**src/rtl/lfsr_pkg.sv**
```systemverilog
// rtl/lfsr_pkg.sv - shared LFSR constants and next-state function
package lfsr_pkg;

    localparam logic MODE_FIB = 1'b0;
    localparam logic MODE_GAL = 1'b1;

    // Next LFSR state for a register of 'width' bits, held right-aligned in 32 bits.
    // Bits above 'width' are ignored on input and zero on output.
    function automatic logic [31:0] lfsr_next(input logic [31:0] state,
                                              input logic [31:0] taps,
                                              input int          width,
                                              input logic        mode);
        logic [31:0] mask;
        logic [31:0] shifted;
        logic [31:0] gmask;
        logic        fb;
        logic        msb;
        mask    = (32'd1 << width) - 32'd1;
        shifted = (state << 1) & mask;
        msb     = |(state & (32'd1 << (width - 1)));
        fb      = ^(state & taps & mask);
        // Galois feedback mask drops the x^width term and adds the constant term
        gmask   = ((taps << 1) | 32'd1) & mask;
        if (mode == MODE_FIB) begin
            return shifted | {31'd0, fb};
        end
        return shifted ^ (msb ? gmask : 32'd0);
    endfunction

endpackage

```
**src/rtl/lfsr_period_mon.sv**
```systemverilog
// rtl/lfsr_period_mon.sv - cycle-length monitor: step count, wrap pulse, period capture
module lfsr_period_mon
    import lfsr_pkg::*;
#(
    parameter int WIDTH = 4
) (
    input  logic             clk,
    input  logic             rst_n,
    input  logic             load,
    input  logic             resync,
    input  logic             step,
    input  logic             hit,
    input  logic             at_seed,
    output logic             wrap,
    output logic [WIDTH-1:0] period,
    output logic             period_valid
);

    logic [WIDTH-1:0] step_cnt;
    logic [WIDTH-1:0] cnt_inc;
    // synced: the current count started with the register sitting on the seed,
    // so the next return to the seed closes a genuine full cycle. After a mode
    // change the count starts mid-cycle and that first partial window is discarded.
    logic             synced;

    assign cnt_inc = (&step_cnt) ? step_cnt : step_cnt + WIDTH'(1);

    // Count steps since the seed, publish the length when the seed comes round again
    always_ff @(posedge clk or negedge rst_n) begin
        if (!rst_n) begin
            step_cnt     <= '0;
            period       <= '0;
            period_valid <= 1'b0;
            wrap         <= 1'b0;
            synced       <= 1'b1;
        end else if (load) begin
            step_cnt     <= '0;
            period_valid <= 1'b0;
            wrap         <= 1'b0;
            synced       <= 1'b1;
        end else if (resync) begin
            step_cnt     <= '0;
            period_valid <= 1'b0;
            wrap         <= step & at_seed;
            synced       <= at_seed;
        end else if (step) begin
            if (hit) begin
                wrap     <= 1'b1;
                step_cnt <= '0;
                synced   <= 1'b1;
                if (synced) begin
                    period       <= cnt_inc;
                    period_valid <= 1'b1;
                end
            end else begin
                wrap     <= 1'b0;
                step_cnt <= cnt_inc;
            end
        end else begin
            wrap <= 1'b0;
        end
    end

endmodule

```
**src/rtl/lfsr_gen.sv**
```systemverilog
// rtl/lfsr_gen.sv - Fibonacci/Galois LFSR with seed load, zero protection, period measurement
module lfsr_gen
    import lfsr_pkg::*;
#(
    parameter int               WIDTH        = 4,
    parameter logic [WIDTH-1:0] TAPS         = 4'b1100,
    parameter logic [WIDTH-1:0] DEFAULT_SEED = 4'b0001
) (
    input  logic             clk,
    input  logic             reset,
    input  logic             select,
    input  logic             enable,
    input  logic             mode,
    input  logic [WIDTH-1:0] seed,
    output logic [WIDTH-1:0] status,
    output logic             serial_out,
    output logic             seed_err,
    output logic             wrap,
    output logic [WIDTH-1:0] period,
    output logic             period_valid
);

    generate
        if (WIDTH < 3 || WIDTH > 32 || TAPS[WIDTH-1] != 1'b1 || DEFAULT_SEED == '0) begin : g_param_check
            $error("lfsr_gen: need 3<=WIDTH<=32, TAPS msb set and nonzero DEFAULT_SEED");
        end
    endgenerate

    logic [WIDTH-1:0] seed_reg;
    logic [WIDTH-1:0] load_val;
    logic [WIDTH-1:0] nxt;
    logic             mode_q;
    logic             zero_state;
    logic             mode_chg;
    logic             do_step;
    logic             hit;
    logic             at_seed;

    assign load_val   = (seed == '0) ? DEFAULT_SEED : seed;
    assign nxt        = WIDTH'(lfsr_next(32'(status), 32'(TAPS), WIDTH, mode));
    assign zero_state = (status == '0);
    assign mode_chg   = select & (mode != mode_q);
    assign do_step    = select & enable & ~zero_state;
    assign hit        = (nxt == seed_reg);
    // Whether the register will sit on the seed after this edge (restarts the count aligned)
    assign at_seed    = zero_state ? (DEFAULT_SEED == seed_reg) :
                        (do_step ? hit : (status == seed_reg));
    assign serial_out = status[WIDTH-1];

    // Shift register, seed register, zero-seed flag and mode history
    always_ff @(posedge clk or negedge reset) begin
        if (!reset) begin
            status   <= DEFAULT_SEED;
            seed_reg <= DEFAULT_SEED;
            seed_err <= 1'b0;
            mode_q   <= MODE_FIB;
        end else begin
            mode_q <= mode;
            if (!select) begin
                status   <= load_val;
                seed_reg <= load_val;
                seed_err <= (seed == '0);
            end else if (zero_state) begin
                status   <= DEFAULT_SEED;
                seed_err <= 1'b1;
            end else begin
                seed_err <= 1'b0;
                if (enable) begin
                    status <= nxt;
                end
            end
        end
    end

    lfsr_period_mon #(
        .WIDTH(WIDTH)
    ) u_period_mon (
        .clk         (clk),
        .rst_n       (reset),
        .load        (~select),
        .resync      (select & (zero_state | mode_chg)),
        .step        (do_step),
        .hit         (hit),
        .at_seed     (at_seed),
        .wrap        (wrap),
        .period      (period),
        .period_valid(period_valid)
    );

endmodule

```
**config.mk**
```make
export PLATFORM = sky130hd
export DESIGN_NAME = lfsr_gen
export DESIGN_NICKNAME = d
export VERILOG_FILES = /design/src/rtl/lfsr_pkg.sv /design/src/rtl/lfsr_period_mon.sv /design/src/rtl/lfsr_gen.sv
export SDC_FILE = /design/constraint.sdc
export NUM_CORES = 1
export LEC_CHECK = 0
export CAP_MARGIN = 30
export CORE_UTILIZATION = 25
export CTS_CLUSTER_SIZE = 16
export DETAILED_ROUTE_END_ITERATION = 7
export PLACE_DENSITY_LB_ADDON = 0.25
export SLEW_MARGIN = 10
export SYNTH_ARGS = -nofsm -noshare
export SYNTH_HDL_FRONTEND = slang
export SYNTH_HIERARCHICAL = 1
export SYNTH_SLANG_ARGS = --single-unit
```
**constraint.sdc**
```tcl
create_clock -name clk -period 5.1 [get_ports clk]
set_input_delay 0.51 -clock clk [delete_from_list [all_inputs] [get_ports clk]]
set_output_delay 0.51 -clock clk [all_outputs]
set_load 0.02 [all_outputs]
```
---- Word-level counts from Yosys, hierarchy flattened ----
Index checks and enable logic that the tools add are counted.
cells by class
  add/subtract/negate cells ............... 1
  equal/unequal tests ..................... 8
  multiplexer cells ....................... 28
  bitwise logic cells ..................... 10
  reductions and logical operators ........ 7
operator list
  operator                                       count
  2-to-1 mux 4 bit                               11
  XOR reduction 32 bit                           1
  2-to-1 mux 1 bit                               17
  != test 3 x 1 -> 1 bit, second input constant  4
  == test 4 bit                                  2
  zero test 4 bit                                2
  AND 1 bit                                      5
  AND reduction 5 bit                            1
  adder 4 x 1 -> 4 bit, second input constant    1
  == test 1 x 4 -> 1 bit, first input constant   1
  bitwise OR 4 x 1 -> 4 bit                      1
  AND reduction 4 bit                            1
  XOR 4 bit                                      1
  AND reduction 3 bit                            1
  inverter 1 bit                                 2
  AND reduction 2 bit                            1
  != test 1 bit                                  1
  bitwise OR 1 bit                               1
word-level totals
  register bits ........................... 21
  input bits .............................. 9
  word-level logic and storage cells ...... 63

---- Logic depth before layout (Yosys ltp) ----
Gate-level depths: netlist of the first run.
  word-level depth ........................ 9
  mapped depth ............................ 8
  depth with buffers taken out ............ 8

---- By module ----
The synthesis of the first run kept the hierarchy.
modules (own cells, without submodules)
  module           instances  cells each  area each (um2)
  lfsr_gen         1          64          620.6
  lfsr_period_mon  1          45          560.5

---- Worst setup path before layout of the first run ----
Ideal clock, no wire load.
  path kind ............................... flip-flop to flip-flop
  start point ............................. reg status[2]
  end point ............................... reg u_period_mon.period[0]
  arrival ................................. 2250 ps
  required time ........................... 4975 ps
  slack ................................... 2725 ps
  stages on the path, launching flop included .. 9
  path buffers ............................ 0
  clock period less this slack ............ 2375 ps
  cells stage by stage .................... dfrtp_1 inv_1 ha_1 mux2i_1 xnor2_1 nor4_4 nor2b_2 nand4b_2 mux2_2
on the way
  longest elaborated chain between the ends .. 5
ends and longest elaborated chain
  item                               line                   text
  start, declared                    lfsr_gen.sv:15         output logic [WIDTH-1:0] status,
  start signal, assigned             lfsr_gen.sv:60         status <= load_val;
  start signal, assigned             lfsr_gen.sv:69         status <= nxt;
  XOR reduction 32 bit               lfsr_pkg.sv:21         fb = ^(state & taps & mask);
  bitwise OR 4 x 1 -> 4 bit          lfsr_pkg.sv:25         return shifted | {31'd0, fb};
  2-to-1 mux 4 bit (*)               lfsr_pkg.sv:27         return shifted ^ (msb ? gmask : 32'd0);
  == test 4 bit (*)                  lfsr_gen.sv:44         assign hit = (nxt == seed_reg);
  net hit                            lfsr_gen.sv:36         logic hit;
  AND reduction 5 bit (no line) (*)  n/a
  end signal, assigned               lfsr_period_mon.sv:52  period <= cnt_inc;
  end, declared                      lfsr_period_mon.sv:15  output logic [WIDTH-1:0] period,
Mark *: on every way through the listed nets, which the timed path passes. The rest lies on a longest branch.
A chain may end at the register's enable or synchronous reset.

---- Worst setup path in the final report of the first run ----
  start point ............................. in mode
  end point ............................... reg u_period_mon.period[3]
RTL lines
  item                           line            text
  start, declared                lfsr_gen.sv:13  input logic mode,
  2-to-1 mux 4 bit               lfsr_pkg.sv:27
  == test 4 bit                  lfsr_gen.sv:44
  net hit                        lfsr_gen.sv:36
  AND reduction 5 bit (no line)  n/a
The timed path passes the listed nets, and every way through them passes these cells.

==> impl_metrics.env, run 1 <==
export IMPL_status="finished, final reports clean"
export IMPL_relSlewSlack=0.633
export IMPL_portBuffers=20
export IMPL_cp_arrival_ns=2.79
export IMPL_cts_clk_slew_worst_paths_ns=0.07
export IMPL_fin_skew_ns=0.00602
export IMPL_period_needed_ns=2.65
export IMPL_final_common_cell="clkdlybuf4s50_1"
export IMPL_drtPass1Iterations=4
export IMPL_avgViaCountPerCell=4.67
export IMPL_final_cells=183
export IMPL_dp_cells=178
export IMPL_cts_sinks=21
export IMPL_fin_setup_tns_ns=0
export IMPL_ys_warn_count=6
export IMPL_layout_common_cells="clkdlybuf4s50_1 (20), dfrtp_1 (18), nand2_1 (9), nor2_1 (9), mux2_2 (6)"
export IMPL_p_leak_nw=0.658
export IMPL_cp_end_kind="flop"
export IMPL_start_util=0.266
export IMPL_synth_edf_count=0
export IMPL_core_area_sq_um=4440
export IMPL_hpwlAfterDp_microns=1850
export IMPL_synth_avg_cell_area_sq_um=10.8
export IMPL_dieArea_sq_um=5000
export IMPL_grt_pass1_wl_microns=4180
export IMPL_grt_overflow=0
export IMPL_final_nets=143
export IMPL_slew_viol_final=0
export IMPL_hold_violations=0
export IMPL_worstMarginPinSlew_ns=0.548
export IMPL_crit_chain="clkdlybuf4s50_1 -> mux2i_1 -> xnor2_1 -> nor4_4 -> nor2b_2 -> nand4b_2 -> mux2_2"
export IMPL_drive_above_1_share=0.168
export IMPL_cts_buffers=3
export IMPL_rows=24
export IMPL_cts_tree="built"
export IMPL_place_gp_congestion=0.828
export IMPL_setup_worst_path_start_class="primary input"
export IMPL_critPathCapture="u_period_mon/period[3]"
export IMPL_fmax_mhz=377
export IMPL_cellPowerDensity_nw_per_um2=294
export IMPL_crit_slowest_cell="clkdlybuf4s50_1"
export IMPL_crit_type="primary input to flop"
export IMPL_r2r_setup_slack_ns=2.52
export IMPL_clkLatencyLatePin_ns=0.26
export IMPL_h_tree_depth=1
export IMPL_startpoint="mode"
export IMPL_routed_wl_microns=2450
export IMPL_synth_seq_cells=21
export IMPL_cts_buffer_depth=2
export IMPL_num_io_pins=21
export IMPL_ys_seq_area_frac=0.448
export IMPL_cts_hold_buf=0
export IMPL_async_flop_share=1.00
export IMPL_reg2reg_to="u_period_mon/period[3]"
export IMPL_drc_errors=0
export IMPL_cp_depth=7
export IMPL_drt_iter0_drc=22
export IMPL_drv_cap=0
export IMPL_postCtsResizedCells=0
export IMPL_critical_path_max_stage_delay_ns=0.56
export IMPL_antenna_found_initial=0
export IMPL_cts_root_buf="clkbuf_8"
export IMPL_netlist_area_sq_um=1180
export IMPL_syn_inst=109
export IMPL_pre_cts_ws_ns=2.16
export IMPL_synth_cell_types=40
export IMPL_vias=854
export IMPL_ff2ff_path_depth=8
export IMPL_fp_dieH_microns=70.7
export IMPL_finalSetupViolations=0
export IMPL_irDropWorstVdd_v=0.0000764
export IMPL_rsz0062_at_grt="no"
export IMPL_power_uw=437
export IMPL_fin_ws_ns=2.45
export IMPL_holdWs_ns=0.483
export IMPL_grt_start_max_net_pins=22
export IMPL_rr_startpoint="status[3]"
export IMPL_fin_crit_sh=0.520
export IMPL_syn2layout_area_growth_pct=26.0
export IMPL_hold_class="flop to flop"
export IMPL_postCtsSetupRepairBufs=0
export IMPL_crit_required_ns=5.24
export IMPL_grt_pass1_vias=891
export IMPL_num_antenna_cells=0
export IMPL_synth_ff_type="dfrtp_1"
export IMPL_grt_total_usage=0.107
export IMPL_wire_per_inst_microns=13.4
export IMPL_path_buf_inv=1
export IMPL_ant_nets=0
export IMPL_cp_max_fo=5
export IMPL_die_x_microns=70.7
export IMPL_path_delay_family="simple AND/OR/NAND/NOR gates"
export IMPL_synth_nets=120
worst register-to-register path: cells and delay by family, from the launching register on:
family	cells	cell delay, ns
xor gates and xnor gates	1	0.15
muxes	2	0.57
adders and majority gates	1	0.29
and+or+nand+nor	3	0.92
DFF	1	0.45
buffers and inverters	1	0.08
cell families after synthesis:
logic type | Yosys count | synth area share
and+or+nand+nor | 37 | 0.207
DFF | 21 | 0.448
AOI/OAI and AO/OA | 20 | 0.118
muxes | 11 | 0.104
xor gates and xnor gates | 10 | 0.0741
buffers and inverters | 8 | 0.0286
adders and majority gates | 2 | 0.0212
metal layers:
metal / vias to the layer above / share of wire / track usage
met1: 416 / 0.50 / 0.146
met5: - / 0 / 0
met4: 0 / 0.012 / 0.0467
met3: 2 / 0.010 / 0.0171
met2: 5 / 0.48 / 0.167
li1: 431 / - / -
power breakdown:
part	leakage (nW)	switching, mW	internal, mW
Sequential	0.261	0.0178	0.186
Combinational	0.374	0.0624	0.0618
Clock	0.0228	0.0535	0.0556
Total	0.658	0.134	0.303
worst min path at each step:
stage / from / end / slack (ns) / cells past startpoint
final: u_period_mon/period_valid / u_period_mon/period_valid / 0.48 / 2
after global routing: seed_reg[0] / seed_reg[0] / 0.52 / 2
after CTS: u_period_mon/period_valid / u_period_mon/period_valid / 0.49 / 2
after detailed placement: u_period_mon/period_valid / u_period_mon/period_valid / 0.47 / 2
after global placement: u_period_mon/period_valid / u_period_mon/period_valid / 0.47 / 2
after floorplan: reset / mode_q / 0.21 / 0
cells in the mapped netlist, drive strengths merged, types with 2 or more instances:
cell / number / area share
xor2: 5 / 0.037
mux2i: 4 / 0.034
inv: 5 / 0.016
nor2: 9 / 0.029
nor3b: 2 / 0.017
mux2: 7 / 0.070
dfrtp: 18 / 0.38
ha: 2 / 0.021
nor2b: 3 / 0.018
nor3: 4 / 0.017
a22o: 3 / 0.022
nand2: 9 / 0.029
o21ai: 3 / 0.013
xnor2: 5 / 0.037
dfstp: 3 / 0.067
clkbuf: 2 / 0.0064
a21oi: 5 / 0.021
metrics by stage:
| step | utilization | cell area, sq um |
|---|---|---|
| floorplan | - | 1180 |
| global placement | 0.322 | 1430 |
| detailed placement | 0.322 | 1430 |
| CTS | 0.332 | 1480 |
| global route | 0.335 | 1490 |
| finish | 0.335 | 1490 |
cell type report:
cell class,instances,area [sq um]
Clock buffer,4,45.0
Fill cell,471,2960
Inverter,5,18.8
Multi-Input combinational cell,80,618
Sequential cell,21,529
Tap cell,52,65.1
Timing Repair Buffer,21,211
Power figures use the tool's default switching activity.
==> run 2, diff against run 1 <==
==> constraint.sdc (replaced) <==
create_clock -name clk -period 2.7 [get_ports clk]
set_input_delay 0.27 -clock clk [delete_from_list [all_inputs] [get_ports clk]]
set_output_delay 0.27 -clock clk [all_outputs]
set_load 0.02 [all_outputs]
==> run 2 against run 1 <==
Compared with the run above:
- via count up 3.9%
- sequential cell count unchanged
- global-route usage up 0.30 points
- setup slack worse by 2.1 ns
- register-to-register slack worse by 2.2 ns
- final cell count up 3.3%
- total power up 92%
==> impl_metrics.env, run 2 (same netlist as run 1, synthesis figures left out) <==
export IMPL_grt_overflow=0
export IMPL_grt_total_usage=0.110
export IMPL_avgViaCountPerCell=4.69
export IMPL_num_antenna_cells=0
export IMPL_grt_pass1_wl_microns=4380
export IMPL_cts_root_buf="clkbuf_8"
export IMPL_busiest_layer="met2"
export IMPL_drv_cap=0
export IMPL_hold_class="primary input to asynchronous set/reset pin"
export IMPL_cellPowerDensity_nw_per_um2=545
export IMPL_crit_chain="inv_1 -> ha_1 -> mux2i_1 -> xnor2_1 -> nor4_4 -> nor2b_2 -> nand4b_2 -> mux2_2"
export IMPL_antenna_found_initial=0
export IMPL_regArea_sq_um=529
export IMPL_gr_usage_met1=0.140
export IMPL_fin_crit_sh=0.869
export IMPL_clkLatencyLatePin_ns=0.26
export IMPL_crit_required_ns=2.85
export IMPL_p_leak_nw=0.689
export IMPL_slew_viol_final=0
export IMPL_start_util=0.266
export IMPL_crit_type="flop to flop"
export IMPL_relSlewSlack=0.711
export IMPL_grt_pass1_vias=939
export IMPL_cts_clk_slew_worst_paths_ns=0.08
export IMPL_core_area_sq_um=4440
export IMPL_power_switching_uw=257
export IMPL_dp_cells=185
export IMPL_met2_usage=0.185
export IMPL_met3_usage=0.0171
export IMPL_final_nets=149
export IMPL_wire_per_inst_microns=12.9
export IMPL_postCtsResizedCells=0
export IMPL_period_needed_ns=2.35
export IMPL_p_int_uw=581
export IMPL_hold_violations=0
export IMPL_rsz0062_at_grt="no"
export IMPL_routed_wl_microns=2440
export IMPL_cp_end_kind="flop"
export IMPL_cts_buffer_depth=2
export IMPL_final_cells=189
export IMPL_hpwlAfterDp_microns=1860
export IMPL_p_seq_frac=0.458
export IMPL_cts_buffers=3
export IMPL_final_common_cell="clkdlybuf4s50_1"
export IMPL_cp_max_fo=6
export IMPL_combinationalPowerShare=0.291
export IMPL_drt_iter0_drc=27
export IMPL_rows=24
export IMPL_pre_cts_ws_ns=0.232
export IMPL_crit_slowest_cell="dfrtp_1"
export IMPL_critical_path_max_stage_delay_ns=0.45
export IMPL_fillCellCount=447
export IMPL_path_delay_family="simple AND/OR/NAND/NOR gates"
export IMPL_syn2layout_area_growth_pct=30.1
export IMPL_dieArea_sq_um=5000
export IMPL_fin_util=0.346
export IMPL_vias=887
export IMPL_cts_tree="built"
export IMPL_fp_dieH_microns=70.7
export IMPL_fin_ws_ns=0.352
export IMPL_drc_errors=0
export IMPL_layout_common_cells="clkdlybuf4s50_1 (20), dfrtp_1 (18), nand2_1 (9), nor2_1 (9)"
export IMPL_h_tree_depth=1
export IMPL_cts_sinks=21
export IMPL_fin_setup_tns_ns=0
export IMPL_place_gp_congestion=0.796
export IMPL_irDropWorstVdd_v=0.000130
export IMPL_cts_hold_buf=0
export IMPL_grt_start_max_net_pins=15
export IMPL_num_io_pins=21
export IMPL_die_x_microns=70.7
export IMPL_fmax_mhz=426
export IMPL_setup_worst_path_start_class="flop"
export IMPL_cp_arrival_ns=2.49
export IMPL_path_buf_inv=1
export IMPL_drtPass1Iterations=4
export IMPL_postCtsSetupRepairBufs=0
export IMPL_ant_nets=0
export IMPL_fin_skew_ns=0.00714
export IMPL_worstMarginPinSlew_ns=0.432
export IMPL_status="finished, final reports clean"
export IMPL_pwr_share_clk=0.251
export IMPL_portBuffers=20
export IMPL_swShare=0.307
export IMPL_finalSetupViolations=0
export IMPL_drive_above_1_share=0.204
export IMPL_multi_input_area_sq_um=618
==> run 2: final timing paths <==
check	startpoint	to	slack [ns]	depth (start not counted)
min	reset	status[2]	0.30	1
min in group clk	u_period_mon/period_valid	u_period_mon/period_valid	0.49	2
max	status[3]	u_period_mon/period[3]	0.35	8
min reg2reg	u_period_mon/period_valid	u_period_mon/period_valid	0.49	2
max reg2reg	status[3]	u_period_mon/period[3]	0.35	8
max in group asynchronous	reset	status[0]	1.88	2
==> run 2: stage by stage <==
step	instance area [sq um]	total power, mW	hold WS, ns
2_1_floorplan	1180	0.531	-0.0256
3_3_place_gp	1480	0.631	0.468
3_5_place_dp	1490	0.633	0.483
4_1_cts	1540	0.845	0.321
5_1_grt	1540	0.886	0.333
6_report	1540	0.837	0.305
==> run 2: layout make-up <==
cell class / count / area share
well taps: 52 / 0.0423
inverters: 5 / 0.0122
multi-input cells: 80 / 0.402
flip-flops and latches: 21 / 0.344
repair buffers: 27 / 0.169
clock buffers: 4 / 0.0293
==> run 2: power groups by stage <==
| stage | clock network [mW] | logic, mW | registers (mW) |
|---|---|---|---|
| 6_report | 0.210 | 0.244 | 0.383 |
| 5_1_grt | 0.232 | 0.267 | 0.388 |
| 4_1_cts | 0.216 | 0.245 | 0.383 |
| 3_5_place_dp | 0 | 0.244 | 0.389 |
| 3_3_place_gp | 0 | 0.241 | 0.390 |
| 2_1_floorplan | 0 | 0.118 | 0.412 |
==> run 2: routing by layer <==
metal / wire length (microns) / vias up
met3: 27 / 4
met1: 1190 / 432
li1: - / 444
met4: 43 / 0
met2: 1180 / 7
met5: 0 / -
